**src/rtl/arb_pkg.sv**
```systemverilog
// Shared constants and state encoding for the four-way round-robin arbiter.
package arb_pkg;
    localparam int N_REQ  = 4;
    localparam int IDX_W  = 2;
    localparam int HOLD_W = 8;

    typedef enum logic {
        IDLE  = 1'b0,
        GRANT = 1'b1
    } arb_state_e;
endpackage

```
**src/rtl/enc_4_2_onehot.sv**
```systemverilog
// Combinational 4-to-2 one-hot encoder; anything that is not exactly one-hot reports idx=00, valid=0.
module enc_4_2_onehot
    import arb_pkg::*;
(
    input  logic [N_REQ-1:0] onehot,
    output logic [IDX_W-1:0] idx,
    output logic             valid
);

    always_comb begin
        idx   = '0;
        valid = 1'b0;
        unique case (onehot)
            4'b0001: begin idx = 2'd0; valid = 1'b1; end
            4'b0010: begin idx = 2'd1; valid = 1'b1; end
            4'b0100: begin idx = 2'd2; valid = 1'b1; end
            4'b1000: begin idx = 2'd3; valid = 1'b1; end
            default: begin idx = '0;   valid = 1'b0; end
        endcase
    end

endmodule

```
**src/rtl/rr_arbiter_4.sv**
```systemverilog
// Four-requester round-robin arbiter with registered one-hot grant and a bounded hold time
// while other requesters are waiting.
module rr_arbiter_4
    import arb_pkg::*;
#(
    parameter int unsigned HOLD_MAX = 4
)
(
    input  logic             clk,
    input  logic             rst,
    input  logic [N_REQ-1:0] req,
    output logic [N_REQ-1:0] gnt,
    output logic [IDX_W-1:0] gnt_idx,
    output logic             gnt_valid
);

    localparam logic [HOLD_W-1:0] HOLD_LIM  = HOLD_W'(HOLD_MAX);
    localparam logic [HOLD_W-1:0] HOLD_LAST = HOLD_W'(HOLD_MAX - 1);

    arb_state_e        state_q, state_d;
    logic [N_REQ-1:0]  gnt_q, gnt_d;
    logic [HOLD_W-1:0] hold_cnt_q, hold_cnt_d;
    logic [IDX_W-1:0]  last_q, last_d;

    // Returns {found, index}: first set candidate in order last+1, last+2, last+3, last.
    function automatic logic [IDX_W:0] rr_pick(input logic [N_REQ-1:0] cand,
                                               input logic [IDX_W-1:0] last);
        logic             found;
        logic [IDX_W-1:0] win;
        logic [IDX_W-1:0] pos;
        found = 1'b0;
        win   = '0;
        for (int k = 1; k <= N_REQ; k++) begin
            pos = last + IDX_W'(k);
            if (!found && cand[pos]) begin
                found = 1'b1;
                win   = pos;
            end
        end
        return {found, win};
    endfunction

    logic [IDX_W:0]   pick_all;
    logic [IDX_W:0]   pick_other;
    logic [N_REQ-1:0] others;
    logic             owner_req;

    always_comb begin
        others     = req & ~gnt_q;
        owner_req  = req[last_q];
        pick_all   = rr_pick(req, last_q);
        pick_other = rr_pick(others, last_q);

        state_d    = state_q;
        gnt_d      = gnt_q;
        hold_cnt_d = hold_cnt_q;
        last_d     = last_q;

        unique case (state_q)
            IDLE: begin
                if (pick_all[IDX_W]) begin
                    state_d    = GRANT;
                    gnt_d      = N_REQ'(1) << pick_all[IDX_W-1:0];
                    hold_cnt_d = '0;
                    last_d     = pick_all[IDX_W-1:0];
                end
            end
            GRANT: begin
                // last_q always names the current owner while in GRANT.
                if (owner_req && !pick_other[IDX_W]) begin
                    if (hold_cnt_q < HOLD_LIM)
                        hold_cnt_d = hold_cnt_q + 1'b1;
                end else if (owner_req && hold_cnt_q < HOLD_LAST) begin
                    hold_cnt_d = hold_cnt_q + 1'b1;
                end else if (pick_other[IDX_W]) begin
                    // Forced rotation (hold expired, including a saturated count) or voluntary handover.
                    gnt_d      = N_REQ'(1) << pick_other[IDX_W-1:0];
                    hold_cnt_d = '0;
                    last_d     = pick_other[IDX_W-1:0];
                end else begin
                    state_d    = IDLE;
                    gnt_d      = '0;
                    hold_cnt_d = '0;
                end
            end
            default: begin
                state_d    = IDLE;
                gnt_d      = '0;
                hold_cnt_d = '0;
            end
        endcase
    end

    always_ff @(posedge clk or posedge rst) begin
        if (rst) begin
            state_q    <= IDLE;
            gnt_q      <= '0;
            hold_cnt_q <= '0;
            last_q     <= 2'd3;
        end else begin
            state_q    <= state_d;
            gnt_q      <= gnt_d;
            hold_cnt_q <= hold_cnt_d;
            last_q     <= last_d;
        end
    end

    assign gnt = gnt_q;

    enc_4_2_onehot u_enc (
        .onehot (gnt_q),
        .idx    (gnt_idx),
        .valid  (gnt_valid)
    );

endmodule

```
**config.mk**
```make
export PLATFORM = sky130hd
export DESIGN_NAME = rr_arbiter_4
export DESIGN_NICKNAME = d
export VERILOG_FILES = /design/src/rtl/arb_pkg.sv /design/src/rtl/enc_4_2_onehot.sv /design/src/rtl/rr_arbiter_4.sv
export SDC_FILE = /design/constraint.sdc
export NUM_CORES = 1
export LEC_CHECK = 0
export BUFFER_PORTS_ARGS = -buffer_cell sky130_fd_sc_hd__buf_4
export CORE_MARGIN = 2
export CORE_UTILIZATION = 35
export CTS_CLUSTER_SIZE = 30
export DETAILED_ROUTE_END_ITERATION = 10
export HOLD_SLACK_MARGIN = 0.08
export PLACE_DENSITY = 0.59
export SETUP_SLACK_MARGIN = 0.05
export SYNTH_ARGS = -nofsm -noshare
export SYNTH_HDL_FRONTEND = slang
export SYNTH_SLANG_ARGS = --single-unit
```
**constraint.sdc**
```tcl
create_clock -name clk -period 3.4 [get_ports clk]
set_input_delay 0.17 -clock clk [delete_from_list [all_inputs] [get_ports clk]]
set_output_delay 0.17 -clock clk [all_outputs]
set_load 0.005 [all_outputs]
```
; Word level (Yosys, flattened, before mapping)
; Cells that the tools add are included.
[op_classes]
n_addsub = 4
n_reduce_logical = 19
order_cmp = 6
shift = 2
muxes = 54
eq_ne = 9
bitwise = 3
[ops]
columns = operator, count
row1 = two-way mux 8 bit, 4
row2 = two-way mux 2 bit, 12
row3 = two-way mux 1 bit, 21
row4 = binary-select mux 1 bit (select 2 bit), 8
row5 = two-way mux 4 bit, 4
row6 = case mux 8 bit (2 select lines), 1
row7 = < comparator 2 x 3 -> 1 bit (second input constant), 4
row8 = adder 8 x 1 -> 8 bit (second input constant), 1
row9 = logical AND 1 bit, 8
row10 = < comparator 8 x 2 -> 1 bit (second input constant), 1
row11 = < comparator 8 x 3 -> 1 bit (second input constant), 1
row12 = case mux 4 bit (2 select lines), 1
row13 = left shift 1 x 2 -> 4 bit (first input constant), 2
row14 = logical NOT 1 bit, 7
row15 = inequality test 2 bit (second input constant), 3
row16 = case mux 2 bit (3 select lines), 1
row17 = adder 2 bit (second input constant), 2
row18 = bitwise AND 4 bit, 1
row19 = == test 4 x 1 -> 1 bit (second input constant), 1
row20 = == test 4 x 2 -> 1 bit (second input constant), 1
row21 = == test 4 x 3 -> 1 bit (second input constant), 1
row22 = == test 4 bit (second input constant), 1
row23 = NOT 4 bit, 1
row24 = case mux 2 bit (2 select lines), 1
row25 = 9 further kinds, 9
[totals]
register_bits = 15
word_cells = 101

; Longest topological paths before layout
; Gate-level depths: netlist of run 1.
[logic_depth]
depth_word = 19
depth_mapped = 7
mapped_depth_nobuf = 5

; Cells and area by module
; Synthesis of run 1 repeated with hierarchy kept, for this count alone.
[hier_totals]
cells_unflattened = 117
hier_area_um2 = 1008.5
[by_module_without_submodules]
columns = mod, n_inst, area_per_inst_um2, cells_per_inst
row1 = rr_arbiter_4, 1, 954.7, 109
row2 = enc_4_2_onehot, 1, 53.8, 8

; Worst setup path before layout of run 1
; No wires, ideal clock.
[synth_path]
path_kind = flip-flop to flip-flop
startpoint = register last_q[0]
endpoint = register gnt_q[0] (netlist: gnt[0])
slack_ns = 1.426
period_less_slack_ns = 1.974
t_arrival_ns = 1.849
required_time_ns = 3.275
path_stages_with_launch = 7
cell_sequence = dfstp_2 -> mux4_2 -> nor2_2 -> o21ai_2 -> and2_4 -> buf_6 -> mux2_4
[synth_via]
elab_chain_len = 18
elab_cells_between_ends = 61
classes_between = add/sub: 3 / eq/ne: 3 / shift: 2 / mux: 37 / reduce/logical: 16
[synth_rtl]
columns = element, line
row1 = from (decl), rr_arbiter_4.sv:23  ; logic [IDX_W-1:0] last_q, last_d;
row2 = from (signal assigned), rr_arbiter_4.sv:104  ; last_q <= last_d;
row3 = adder 2 x 1 -> 2 bit, rr_arbiter_4.sv:34  ; pos = last + IDX_W'(k);
row4 = binary-select mux 1 bit (select 2 bit), rr_arbiter_4.sv:35  ; if (!found && cand[pos]) begin
row5 = two-way mux 1 bit (implied by the code), rr_arbiter_4.sv:35
row6 = two-way mux 1 bit, rr_arbiter_4.sv:35
row7 = logical NOT 1 bit, rr_arbiter_4.sv:35
row8 = logical AND 1 bit, rr_arbiter_4.sv:35
row9 = two-way mux 1 bit, rr_arbiter_4.sv:35
row10 = logical NOT 1 bit, rr_arbiter_4.sv:35
row11 = [2 not listed], -
row12 = logical NOT 1 bit, rr_arbiter_4.sv:35
row13 = logical AND 1 bit, rr_arbiter_4.sv:35
row14 = two-way mux 2 bit, rr_arbiter_4.sv:35
row15 = left shift 1 x 2 -> 4 bit, rr_arbiter_4.sv:77  ; gnt_d = N_REQ'(1) << pick_other[IDX_W-1:0];
row16 = two-way mux 4 bit, rr_arbiter_4.sv:75  ; end else if (pick_other[IDX_W]) begin
row17 = two-way mux 4 bit, rr_arbiter_4.sv:73  ; end else if (owner_req && hold_cnt_q < HOLD_LAST) begin
row18 = two-way mux 4 bit, rr_arbiter_4.sv:70  ; if (owner_req && !pick_other[IDX_W]) begin
row19 = case mux 4 bit (2 select lines), rr_arbiter_4.sv:59  ; unique case (state_q)
row20 = to (signal assigned), rr_arbiter_4.sv:102  ; gnt_q <= gnt_d;
row21 = to (decl), rr_arbiter_4.sv:21  ; logic [N_REQ-1:0] gnt_q, gnt_d;
; Parallel ways exist; a longest one is shown, timed or not. The select of a mux whose other input is x is not followed.
; A chain may end at the register's enable or synchronous reset.

; Final worst setup path of run 1
[layout_path]
startpoint = register last_q[0]
endpoint = register gnt_q[1] (netlist: gnt[1])
; The elaborated chain is that of the path after synthesis.

==> reports/qor.txt, run 1 <==
Status: finished, final reports clean
Maximum vdd ir drop: 251 uV
Global-route wire length before repair: 3790 um
Post-synth EDFFs: 0
CP delay by family, top: multiplexers
Die W: 60.4 um
Syn Std Cell Area: 0.00111 mm2
1st-pass router iterations: 4
Met2 wire length: 1050 um
Setup violations, final: 0
Pwr Total: 950 uW
Design Area, Final: 0.00125 mm2
Final hold vios: 0
Starting Density: 36.8%
RSZ-0062 raised after global routing: false
Ratio of cells with drive above 1 in the final layout: 27.3%
Top Ports: 13
DRC: 0
Ys Warns: 0
Die area: 0.00365 mm2
PD cells: 761 mW/mm2
Core ar.: 0.00303 mm2
Number of max-cap violations: 0
CTS tree: yes
GRT Total Usage: 13.7%
Crit-path slowest cell: dfstp_2
WL/cell: 12.5 um
Final non-filler cell total: 172
Buffers on Ports: 12
Placed Cells: 167
Final setup TNS: 0 ns
Count of different cell masters after synthesis: 47
Max FO, Critical Path: 11
Tightest Pin Transition: 0.628 ns
P_leak: 0.555 nW
Global route total overflow: 0
Syn Area/Cell: 9.36 um2
Root Driver: clkbuf_4
Synth area leader: dfrtp_1
#FFs+latches synth: 15
Min Tclk post-route: 2.11 ns
Slew margin rel.: 58.0%
Cells after Synth: 119
Num Clock Sinks: 15
Worst EP required: 3.57 ns
Crit-path cells: mux4_2 -> nor2_2 -> o21ai_2 -> and2_4 -> mux2_1
Clock skew: 0.00274 ns
Antenna-violating nets left: 0
# rows: 20
Top post-synthesis cells by area: dfrtp_1 29%, dfstp_2 4.7%, mux2_4 4.0%, nor2b_1 3.9%, nor2_1 3.7%
Num CTS Buffers: 3
Reg clk slew, reported paths: 0.09 ns
Post-CTS Setup Inserts: 0
Peak Freq: 474 MHz
Post-synth top area share: 29.2%
DR WL met3: 78 um
Sequential share of the synthesized area: 33.9%
Area Growth Syn to Fin: 12.0%
Die Ht: 60.4 um
Post-DP HPWL: 1680 um
Slowest cell delay on critical path: 0.64 ns
Syn nets: 126
Hold crit path type: input pin to register
Critical Path AT: 2.28 ns
Top_reg_cell synth: dfrtp_1
Placed cell area: 0.00121 mm2
Met1 WL: 1010 um
Startpoint types: register
Vias in the first global route: 836
Fin nets: 136
Initial antenna violation count: 0
Clk_lat worst skew: 0.28 ns
Initial DRC count: 25
Async SR Flop Fraction: 100%
Crit. End Element: register
Period Utilization, post-route: 62.0%
Final WL: 2140 um
Max Root-Sink Buffers: 2
Buf/Inv on CP: 0
Largest net degree at the start of global routing: 16
N_diodes: 0
Top-count cell post-synth: dfrtp_1
Gpl congestion: 0.773
DR top layer: met3
WS Path Type: register to register
Average via count per standard cell: 5.19
H-tree Lvls: 1
Slew Limit Fails: 0
Total vias in the final route: 893
Post-synth top cells: 13 x dfrtp_1, 11 x nor2_1, 7 x nor2b_1
final timing paths:
kind | startpoint | end | slack [ns] | depth (start not counted)
min reg2reg | hold_cnt_q[7] | hold_cnt_q[7] | 0.51 | 1
max reg2reg | last_q[0] | gnt[1] | 1.29 | 5
max | last_q[0] | gnt[1] | 1.29 | 5
min in group asynchronous | rst | hold_cnt_q[5] | 0.49 | 3
min | req[0] | last_q[0] | 0.43 | 4
max in group asynchronous | rst | last_q[1] | 2.54 | 3
placed cells by master (no fill, tap or decap), types with 2 or more instances in the layout:
cell type and count:
nor2_1 11, nor3b_1 2, nand2b_1 4, nor3_1 4
buf_4 12, nor2b_1 7, nand2_1 6, clkbuf_4 3
o221a_2 2, o21ai_0 6, and3_1 4, o221ai_1 2
mux2_2 3, mux2_4 3, a32o_1 2, inv_1 6
and2_1 2, a31oi_1 3, o32ai_1 3, dfstp_2 2
xnor2_1 2, dfrtp_1 13
tightest hold or removal path, stage by stage:
cell and delay, ns:
buf_4 0.11, o32ai_1 0.16, o21ai_0 0.18, a22oi_1 0.07
cell type report:
| type | instances | area, um2 |
|---|---|---|
| tap | 44 | 55.1 |
| timing repair buffer | 13 | 100 |
| clock inverter | 1 | 5.00 |
| multi-input combinational | 90 | 664 |
| clock buffer | 3 | 22.5 |
| sequential | 15 | 378 |
| inverter | 6 | 22.5 |
| fill | 302 | 1780 |
cells by family after synthesis:
| family | count (synthesis) | synth area share (%) |
|---|---|---|
| compound gates | 29 | 21.2 |
| xor+xnor | 3 | 2.36 |
| fa+ha+maj | 1 | 1.12 |
| buf+inv | 14 | 6.40 |
| flops | 15 | 33.9 |
| mux | 8 | 10.1 |
| simple gates | 49 | 24.8 |
power by group:
group | switching, mW | leakage, nW | internal (mW) | total, mW
Sequential | 0.0925 | 0.192 | 0.234 | 0.327
Combinational | 0.235 | 0.345 | 0.290 | 0.525
Clock | 0.0548 | 0.0177 | 0.0436 | 0.0984
sequential cells by signal, summed over array words and instances, names as in the netlist:
name / cells
last_q: 2
state_q: 1
hold_cnt_q: 8
gnt: 4
stage by stage:
stage,setup WS [ns],hold WS [ns],util [%]
floorplan,1.43,0.0700,-
global route,1.18,0.456,41.2
CTS,1.27,0.429,41.2
finish,1.29,0.428,41.2
detailed placement,1.28,0.259,40.0
global placement,1.32,0.253,40.0
per-layer routing:
layer | global-route usage, % | vias to the layer above
met5 | 0 | -
met4 | 2.86 | 0
met3 | 4.48 | 0
met2 | 22.0 | 14
met1 | 18.3 | 421
li1 | - | 458
timing repair:
action / in CTS / in global routing
hold buffers: 1 / 0
gates resized for setup: 0 / 0
hold endpoints to repair: 13 / 0
No activity file was read; power rests on OpenSTA's default activity.
==> run 2: changes to the inputs <==
Settings changed: PLACE_DENSITY 0.59 to 0.61.
Clock period 3.4 ns to 1.9 ns, I/O delays scaled along.
==> run 2 against run 1 <==
  * The flow now finishes with violations (setup timing)
  * Critical path depth stayed put
  * Cell area up 12%
  * Clock skew grew 0.0045 ns
  * Cell count up 8.1%
  * Core utilization rose by 5.0 points
  * Sequential share of layout area decreased by 3.3 points
  * First-iteration DRC count is 24% higher
  * Hold slack worse by 0.14 ns
  * Sequential power rose by 53%
  * Clock-buffer cell count unchanged
  * Critical path type unchanged
  * Largest cell class unchanged
  * Largest power group unchanged
==> reports/qor.txt, run 2 (same netlist as run 1, synthesis figures left out) <==
Slowest cell delay on critical path: 0.56 ns (-0.08 ns)
Clk_lat worst skew: 0.29 ns (about the same)
CTS tree: yes
Core ar.: 0.00303 mm2 (unchanged)
Die Ht: 60.4 um (unchanged)
Hold crit path type: input pin to register
Slew Limit Fails: 0 (unchanged)
Slew margin rel.: 61.6% (+3.6 points)
CP delay by family, top: multiplexers
Starting Density: 36.8% (unchanged)
Area Growth Syn to Fin: 25.6%
Num CTS Buffers: 3 (unchanged)
Crit-path cells: mux4_2 -> nor2_2 -> o21ai_2 -> and2_4 -> mux2_4
Die W: 60.4 um (unchanged)
Top Ports: 13 (unchanged)
Vias in the first global route: 883 (+5.6%)
Failing checks: setup timing
Post-CTS Setup Inserts: 0 (unchanged)
H-tree Lvls: 1 (unchanged)
Most frequent cells in the layout: 26 x buf_4, 13 x dfrtp_1, 9 x nor2_1
Initial DRC count: 31 (+24%)
Final setup TNS: -0.0100 ns (-0.0100 ns)
Design Area, Final: 0.00140 mm2 (+12%)
Gpl congestion: 0.762 (-1.3%)
Crit. End Element: register
Final hold vios: 0 (unchanged)
Commonest non-fill, non-tap cell in the layout: buf_4
Total vias in the final route: 1000 (+12%)
Maximum vdd ir drop: 554 uV (+120%)
Global-route wire length before repair: 4020 um (+6.0%)
Fin nets: 150 (+10%)
Antenna-violating nets left: 0 (unchanged)
Period Utilization, post-route: 100% (+38 points)
Average via count per standard cell: 5.38 (+3.6%)
Worst EP required: 2.08 ns (-1.49 ns)
Critical Path AT: 2.09 ns (-0.19 ns)
Buf/Inv on CP: 0 (unchanged)
Min Tclk post-route: 1.91 ns (-0.201 ns)
N_diodes: 0 (unchanged)
DRC: 0 (unchanged)
P_leak: 0.631 nW (+14%)
GRT Total Usage: 15.1% (+1.4 points)
Setup violations, final: 3 (+3)
Crit-path slowest cell: mux4_2
Buffers on Ports: 12 (unchanged)
Reg clk slew, reported paths: 0.10 ns (about the same)
Final core occ: 46.2% (+5.0 points)
Biggest register: hold_cnt_q
PD cells: 1410 mW/mm2 (+85%)
Ratio of cells with drive above 1 in the final layout: 40.8% (+14 points)
Global route total overflow: 0 (unchanged)
Max Root-Sink Buffers: 2 (unchanged)
Placed cell area: 0.00132 mm2 (+9.2%)
Tightest Pin Transition: 0.576 ns (-0.0524 ns)
Fill count: 277 (-8.3%)
Post-DP HPWL: 1930 um (+15%)
Max FFs per register: 8 (unchanged)
WL/cell: 13.6 um (+9.2%)
RSZ-0062 raised after global routing: true
Num Clock Sinks: 15 (unchanged)
Max FO, Critical Path: 6 (-5)
Clock skew: 0.00719 ns (+0.00445 ns)
Root Driver: clkbuf_4
Setup slack after layout: -0.00686 ns (-1.30 ns)
Initial antenna violation count: 0 (unchanged)
Peak Freq: 524 MHz (+11%)
WS Path Type: register to register
FF/Latch Area: 378 um2 (unchanged)
1st-pass router iterations: 4 (unchanged)
Footprint of the multi-input gates: 711 um2 (+7.0%)
Number of max-cap violations: 0 (unchanged)
Die area: 0.00365 mm2 (unchanged)
Startpoint types: register
Largest net degree at the start of global routing: 16 (unchanged)
Status: finished, violations left
# rows: 20 (unchanged)
Final WL: 2530 um (+18%)
run 2: final timing paths:
check	to	startpoint	slack, ns	cells after the start
max	gnt[2]	last_q[0]	-0.007	5
min reg2reg	hold_cnt_q[6]	hold_cnt_q[6]	0.51	1
min in group asynchronous	gnt[1]	rst	0.41	3
min	last_q[0]	req[0]	0.29	4
max in group asynchronous	hold_cnt_q[1]	rst	1.11	3
max reg2reg	gnt[2]	last_q[0]	-0.007	5
run 2: metrics by stage:
stage / worst slack [ns] / power, mW / hold WS [ns] / instances
after floorplan: -0.0744 / 1.34 / -0.00495 / 119
after global placement: 0.0258 / 1.69 / 0.183 / 181
after detailed placement: 0.00510 / 1.73 / 0.191 / 181
after CTS: 0.00217 / 1.96 / 0.299 / 186
after global routing: -0.0450 / 2.11 / 0.347 / 186
final: -0.00686 / 1.97 / 0.293 / 186
run 2: where the power goes:
group / internal, mW / switching [mW]
clock: 0.0784 / 0.110
sequential: 0.418 / 0.0811
combinational: 0.693 / 0.587
run 2: worst register-to-register path, delay by kind of cell (launching register included):
kind             cells  cell delay [ns]
multiplexers         2             0.85
flip-flops           1             0.55
AND/OR/NAND/NOR      2             0.31
AO/OA/AOI/OAI        1             0.09
run 2: routing by layer:
layer	global-route usage (%)	share of wire [%]
met1	19.5	46
met2	24.7	49
met3	2.35	4.1
met4	7.30	1.5
met5	0	0
run 2: final cells by class:
cell class	instances	share of cell area [%]
Tap cell	44	3.94
Clock inverter	1	0.358
Inverter	6	1.61
Multi-Input combinational cell	90	50.8
Timing Repair Buffer	27	14.7
Sequential cell	15	27.0
Clock buffer	3	1.61
run 2: what timing repair did:
action                                  CTS  global route
hold endpoints to repair                 13             0
hold buffers                              1             0
gates resized for setup                   3             6
endpoints found under the setup margin    6            14
==> run 3: changes to the inputs <==
Settings changed: SKIP_CTS_REPAIR_TIMING set to 1.
==> run 3 against run 2 <==
  * The flow still finishes with violations (setup timing)
  * Largest power group unchanged
  * Routed wire length up 0.79%
  * Core utilization up 0.083 points
  * Total power up 0.34%
  * Non-clock buffer count unchanged
  * Maximum frequency about the same
  * Register-to-register slack about the same
  * First-iteration DRC count down 23%
==> reports/qor.txt, run 3 (same netlist as run 1, synthesis figures left out) <==
Status: finished, violations left
Failing checks: setup timing
Ratio of cells with drive above 1 in the final layout: 41.5% (+0.70 points)
Die W: 60.4 um (unchanged)
PD cells: 1410 mW/mm2 (+0.16%)
Root Driver: clkbuf_4
Setup violations, final: 1 (-2)
Biggest register: hold_cnt_q
Crit-path cells: mux4_2 -> nor2_2 -> o21ai_2 -> and2_4 -> mux2_4
CTS tree: yes
N_diodes: 0 (unchanged)
Post-DP HPWL: 1930 um (unchanged)
Initial DRC count: 24 (-23%)
Tightest Pin Transition: 0.577 ns (+0.00150 ns)
Crit. End Element: register
RSZ-0062 raised after global routing: true
Worst EP required: 2.08 ns (about the same)
Antenna-violating nets left: 0 (unchanged)
Period Utilization, post-route: 100% (about the same)
Clock skew: 0.00774 ns (+0.000553 ns)
Die Ht: 60.4 um (unchanged)
Global route total overflow: 0 (unchanged)
Gpl congestion: 0.762 (unchanged)
Global-route wire length before repair: 3970 um (-1.2%)
Fin nets: 150 (unchanged)
Max FO, Critical Path: 6 (unchanged)
Die area: 0.00365 mm2 (unchanged)
HP Start: req[0]
Slew margin rel.: 61.5% (-0.10 points)
Footprint of the multi-input gates: 713 um2 (+0.35%)
Vias in the first global route: 859 (-2.7%)
Most frequent cells in the layout: 26 x buf_4, 13 x dfrtp_1, 8 x nor2_1
Initial antenna violation count: 0 (unchanged)
Num CTS Buffers: 3 (unchanged)
P_leak: 0.631 nW (about the same)
Total vias in the final route: 992 (-0.80%)
Slew Limit Fails: 0 (unchanged)
Slowest cell delay on critical path: 0.56 ns (about the same)
Peak Freq: 525 MHz (about the same)
Max Root-Sink Buffers: 2 (unchanged)
WL/cell: 13.7 um (+0.79%)
Pre-CTS WS: 0.00510 ns (unchanged)
Final WL: 2550 um (+0.79%)
Final hold vios: 0 (unchanged)
Commonest non-fill, non-tap cell in the layout: buf_4
Crit path launch: last_q[0]
H-tree Lvls: 1 (unchanged)
Core ar.: 0.00303 mm2 (unchanged)
1st-pass router iterations: 4 (unchanged)
Largest net degree at the start of global routing: 16 (unchanged)
Num Clock Sinks: 15 (unchanged)
Critical Path AT: 2.09 ns (about the same)
Number of max-cap violations: 0 (unchanged)
DRC: 0 (unchanged)
Area Growth Syn to Fin: 25.8%
WS Path Type: register to register
Setup slack after layout: -0.00631 ns (+0.000547 ns)
Average via count per standard cell: 5.33 (-0.80%)
Crit-path slowest cell: mux4_2
Clk_lat worst skew: 0.30 ns (about the same)
Maximum vdd ir drop: 554 uV (about the same)
# rows: 20 (unchanged)
Reg clk slew, reported paths: 0.10 ns (about the same)
FF/Latch Area: 378 um2 (unchanged)
Fill count: 278 (+0.36%)
GRT Total Usage: 14.9% (-0.18 points)
Min Tclk post-route: 1.91 ns (-0.000547 ns)
Hold crit path type: input pin to register
Buffers on Ports: 12 (unchanged)
Top Ports: 13 (unchanged)
Final core occ: 46.3% (+0.083 points)
RR Startpoint: last_q[0]
Startpoint types: register
Starting Density: 36.8% (unchanged)
Max FFs per register: 8 (unchanged)
## run 3: metal layers
metal  GRT usage [%]  vias up  routed length, um
met5               0        -                  0
met4            6.67        0                 40
met3            1.92        5                 75
met2            24.4       20               1240
met1            19.8      486               1200
li1                -      481                  -
## run 3: power by group
group,internal (mW),switching [mW]
Clock,0.0785,0.113
Sequential,0.418,0.0810
Combinational,0.694,0.590
Total,1.19,0.784
## run 3: cell type report
type                       instances  share of cell area (%)
multi-input combinational         90                    50.9
timing repair buffer              27                    14.6
clock inverter                     1                   0.357
clock buffer                       3                    1.61
inverter                           6                    1.61
tap                               44                    3.93
sequential                        15                    27.0
## run 3: worst max-delay path: cells and delay by family, from the launching register on
family	cells	cell delay, ns
multiplexers	2	0.85
flip-flops	1	0.55
AND/OR/NAND/NOR	2	0.31
AO/OA/AOI/OAI	1	0.08
## run 3: worst paths after layout
check	to	slack, ns	depth (start not counted)
worst max-delay path	gnt[2]	-0.006	5
worst min-delay path	last_q[0]	0.29	4
worst max register to register	gnt[2]	-0.006	5
worst min register to register	hold_cnt_q[6]	0.51	1
max in group asynchronous	hold_cnt_q[1]	1.11	3
min in group asynchronous	gnt[1]	0.40	3
## run 3: through the flow
step / hold slack (ns) / cell area [um2] / instances / TNS, ns / power [mW]
2_1_floorplan: -0.00495 / 1120 / 119 / -0.223 / 1.34
3_3_place_gp: 0.183 / 1320 / 181 / 0 / 1.69
3_5_place_dp: 0.191 / 1320 / 181 / 0 / 1.73
4_1_cts: -0.130 / 1350 / 185 / -0.0311 / 1.92
5_1_grt: 0.347 / 1400 / 186 / -0.188 / 2.12
6_report: 0.293 / 1400 / 186 / -0.00631 / 1.97
